### config.mk
export PLATFORM = sky130hd
export DESIGN_NAME = mem_wb_stage
export DESIGN_NICKNAME = d
export VERILOG_FILES = /design/src/rtl/mem_wb_stage.sv
export SDC_FILE = /design/constraint.sdc
export NUM_CORES = 1
export LEC_CHECK = 0
export BUFFER_PORTS_ARGS = -buffer_cell sky130_fd_sc_hd__buf_2
export CAP_MARGIN = 20
export CELL_PAD_IN_SITES_DETAIL_PLACEMENT = 1
export CELL_PAD_IN_SITES_GLOBAL_PLACEMENT = 2
export CORE_UTILIZATION = 27
export CTS_CLUSTER_DIAMETER = 30
export DETAILED_ROUTE_END_ITERATION = 8
export PLACE_DENSITY_LB_ADDON = 0.1
export SLEW_MARGIN = 15
export SYNTH_ARGS = -nofsm -noshare
export SYNTH_HDL_FRONTEND = slang
export SYNTH_SLANG_ARGS = --single-unit
### constraint.sdc
create_clock -name Clk -period 2.95 [get_ports Clk]
set_input_delay 0.59 -clock Clk [delete_from_list [all_inputs] [get_ports Clk]]
set_output_delay 0.59 -clock Clk [all_outputs]
set_load 0.005 [all_outputs]
### src/rtl/mem_wb_stage.sv
// MEM/WB pipeline register: write-back select, r0 suppression, retire counter.
// Optional WB_HISTORY_EN adds a second (older) write-back register set.
module mem_wb_stage #(
  parameter int DATA_W = 32,
  parameter int REG_AW = 5
) (
  input  logic              Clk,
  input  logic              Reset,
  input  logic              Stall,
  input  logic              Flush,
  input  logic              Valid2,
  input  logic              RegWrite2,
  input  logic              MemtoReg2,
  input  logic              Link2,
  input  logic [REG_AW-1:0] WriteReg2,
  input  logic [DATA_W-1:0] ALUResult_out,
  input  logic [DATA_W-1:0] ReadData,
  input  logic [DATA_W-1:0] PCPlus8_2,
  output logic              RegWrite3,
  output logic [REG_AW-1:0] WriteReg3,
  output logic [DATA_W-1:0] WriteData3,
  output logic              Valid3,
  output logic [31:0]       InstRetired
`ifdef WB_HISTORY_EN
  ,
  output logic              RegWrite4,
  output logic [REG_AW-1:0] WriteReg4,
  output logic [DATA_W-1:0] WriteData4
`endif
);

  logic [DATA_W-1:0] wb_data;
  logic              wb_we;

  // Link has priority over load data
  always_comb begin
    wb_data = ALUResult_out;
    if (Link2)
      wb_data = PCPlus8_2;
    else if (MemtoReg2)
      wb_data = ReadData;
  end

  assign wb_we = RegWrite2 & Valid2 & (WriteReg2 != '0);

  always_ff @(posedge Clk or posedge Reset) begin
    if (Reset) begin
      Valid3     <= 1'b0;
      RegWrite3  <= 1'b0;
      WriteReg3  <= '0;
      WriteData3 <= '0;
    end else if (Flush) begin
      Valid3     <= 1'b0;
      RegWrite3  <= 1'b0;
      WriteReg3  <= '0;
      WriteData3 <= '0;
    end else if (!Stall) begin
      Valid3     <= Valid2;
      RegWrite3  <= wb_we;
      WriteReg3  <= WriteReg2;
      WriteData3 <= wb_data;
    end
  end

  // An instruction retires when it leaves the WB slot
  always_ff @(posedge Clk or posedge Reset) begin
    if (Reset)
      InstRetired <= '0;
    else if (Valid3 && !Stall)
      InstRetired <= InstRetired + 32'd1;
  end

`ifdef WB_HISTORY_EN
  always_ff @(posedge Clk or posedge Reset) begin
    if (Reset) begin
      RegWrite4  <= 1'b0;
      WriteReg4  <= '0;
      WriteData4 <= '0;
    end else if (!Stall) begin
      RegWrite4  <= RegWrite3;
      WriteReg4  <= WriteReg3;
      WriteData4 <= WriteData3;
    end
  end
`endif

endmodule

==> metrics.md <==
| Metric | Value |
|---|---|
| Status | finished clean |
| Congestion Overflow GR | 0 |
| Synth top area cells | dfrtp_1 (48%), mux2i_1 (19%), xnor2_1 (5.9%) |
| Fin crit period | 1.83 ns |
| Max-cap viol count | 0 |
| Number of synthesized flops with an enable pin | 0 |
| Avg Cell Area, Syn | 10.3 um2 |
| Final setup vio count | 0 |
| Antenna viol nets, final | 0 |
| Post-CTS setup buffer count | 0 |
| Simple-gate portion of the synthesized area | 0.178 |
| Resize count post-CTS | 0 |
| Ys flop type | dfrtp_1 |
| Via density | 4.55 |
| Worst Hold Class | in2async |
| Worst EP required | 3.16 ns |
| Io pins | 180 |
| Sum Neg Setup Slack | 0 ns |
| CTS tree | built |
| Mapped Nets | 472 |
| Fin util | 0.382 |
| Cts-stage hold buffer count | 0 |
| Post-Syn Area | 3720 um2 |
| Layout cell share with drive strength beyond 1 | 0.389 |
| Worst EP arrival | 2.04 ns |
| Synth Area in Compound Gates | 0.0477 |
| Pre-CTS setup slack | 0.893 ns |
| Critical path launch point | InstRetired[0] |
| Critical path buffers and inverters | 0 |
| H-tree depth | 3 |
| Root Driver | clkbuf_16 |
| Synth cell count leaders | dfrtp_1 (71), mux2i_1 (69), nand2_1 (41) |
| Synth warn | 0 |
| Synth Register Bits | 71 |
| Routed wire per std cell | 15.3 um |
| ANT cells | 0 |
| Vias | 3260 |
| Cell area after layout | 5100 um2 |
| Post-Syn Instances | 362 |
| CORE AREA | 13300 um2 |
| Sink Count | 71 |
| Multiplexer area fraction after synthesis | 0.189 |
| Clock transition at path regs | 0.06 ns |
| Antenna violations before repair | 0 |
| Cell area power density | 510 nW/um2 |
| RSZ-0062 raised after global routing | no |
| Sequential element share of the synthesized area | 0.477 |
| Crit path launch type | flip-flop |
| Critical path cell sequence | nand3_1, nor4_4, nand4_1, xnor2_1 |
| RD Place Congestion | 0.733 |
| Initial DRC Count | 81 |
| Final net count | 645 |
| Synth area leader | dfrtp_1 |
| RR Startpoint | InstRetired[0] |
| Die Wd | 119 um |
| Maximum VDD drop | 255 uV |
| Post-synthesis cell type count | 30 |
| Routed wire length | 10.9 mm |
| Worst-skew pair later-pin latency | 0.33 ns |
| Initial Utilization | 0.279 |
| Die height | 119 um |
| Slew headroom | 0.473 |
| Final period util | 0.620 |
| Main combinational cell family by area after synthesis | multiplexers |
| Leakage | 0.00285 uW |
| FFs w/ async S/R, synth | 1.00 |
| Crit path max-delay family | simple AND/OR/NAND/NOR gates |
| 1st-pass router iterations | 4 |
| # DRC | 0 |
| First-pass GRT wire length | 18.2 mm |
| Number of buffers created by CTS | 9 |
| # rows | 42 |
| Worst Tran Pin Value | 0.789 ns |
| Area growth, synth to finish | 37.0% |
| Post-Synth XOR/XNOR Area | 0.0729 |
| Worst path slowest cell | nor4_4 |
| Max Root-Sink Buffers | 2 |
| Max FO, Critical Path | 12 |
| Setup Crit Path Kind | reg2reg |
| Largest net degree at the start of global routing | 65 |
| Placed Area | 4790 um2 |
| Hold violation count in the final report | 0 |
| Setup Skew | 0.00516 ns |
| Setup crit end kind | flip-flop |
| Most common cell in the synthesized netlist | dfrtp_1 |
| Final WS setup | 1.12 ns |
| F_max | 547 MHz |
| Slew Viols, Final | 0 |
| Synth Area in Adders | 0.00336 |
| Share of the synthesized area in the top cell type | 0.477 |
| DPL Wire Length | 8.29 mm |
| Worst path max stage delay | 0.72 ns |
| Full die area | 14300 um2 |
| Total GRT Usage | 0.164 |
| IO Port Bufs | 179 |
| Vias in the first global route | 3548 |
## cell usage in the layout, fill, tap and decap left out, types with 3 or more instances in the layout
cell       count
clkbuf_16      9
o21ai_0       32
buf_4          5
dfrtp_1       71
nand2_1       41
nor2_1        40
buf_2        179
mux2i_1       69
nand4_1       13
clkinv_2       3
nand3_2        3
clkbuf_8       3
xnor2_1       25
and3_1         8
nand3_1        9
xor2_1         6
## worst reg2reg max path: cells and delay by family (launching register included)
kind	cells	cell delay, ns
DFF	1	0.43
xor gates and xnor gates	1	0.17
and+or+nand+nor	3	1.11
## routing by layer
layer	GRT usage	routed length [um]
met1	0.207	4880
met2	0.269	5150
met3	0.0426	738
met4	0.0609	158
met5	0	0
## kinds of logic after synthesis
logic type	Yosys count
AO/OA/AOI/OAI	35
XOR/XNOR	31
adder cells (fa/ha/maj)	1
buffers and inverters	26
flip-flops	71
multiplexers	70
AND/OR/NAND/NOR	128
## path summary, 6_finish.rpt
path / slack (ns) / endpoint / cells after the start
worst max-delay path: 1.12 / InstRetired[19] / 4
max in group asynchronous: 1.87 / WriteReg3[2] / 3
worst min-delay path: 0.38 / InstRetired[22] / 2
worst min register to register: 0.48 / InstRetired[8] / 1
worst max register to register: 1.12 / InstRetired[19] / 4
min in group Clk: 0.48 / InstRetired[8] / 1
## cell type report
class | count | area [um2]
timing repair buffer | 185 | 953
multi-input combinational | 265 | 1830
fill | 1611 | 8250
sequential | 71 | 1780
clock inverter | 3 | 40.0
clock buffer | 13 | 270
tap | 176 | 220
inverter | 3 | 12.5
## power breakdown
| part | internal (uW) | switching (uW) | leakage (uW) |
|---|---|---|---|
| registers | 1030 | 64.7 | 0.000962 |
| clock network | 721 | 397 | 0.000156 |
| logic | 193 | 193 | 0.00173 |
| total | 1950 | 654 | 0.00285 |
## registers in the layout, indices dropped and copies added, names as in the netlist
name         flops
WriteData3      32
InstRetired     32
WriteReg3        5
RegWrite3        1
Valid3           1
## stage by stage
| step | hold WS [ns] | total power, uW | std cells |
|---|---|---|---|
| 6_report | 0.385 | 2600 | 716 |
| 5_1_grt | 0.455 | 2740 | 716 |
| 3_5_place_dp | 0.483 | 1510 | 700 |
| 4_1_cts | 0.407 | 2650 | 716 |
| 3_3_place_gp | 0.478 | 1500 | 700 |
| 2_1_floorplan | 0.468 | 1310 | 362 |
Note: power is estimated with default switching activity, not from simulation.
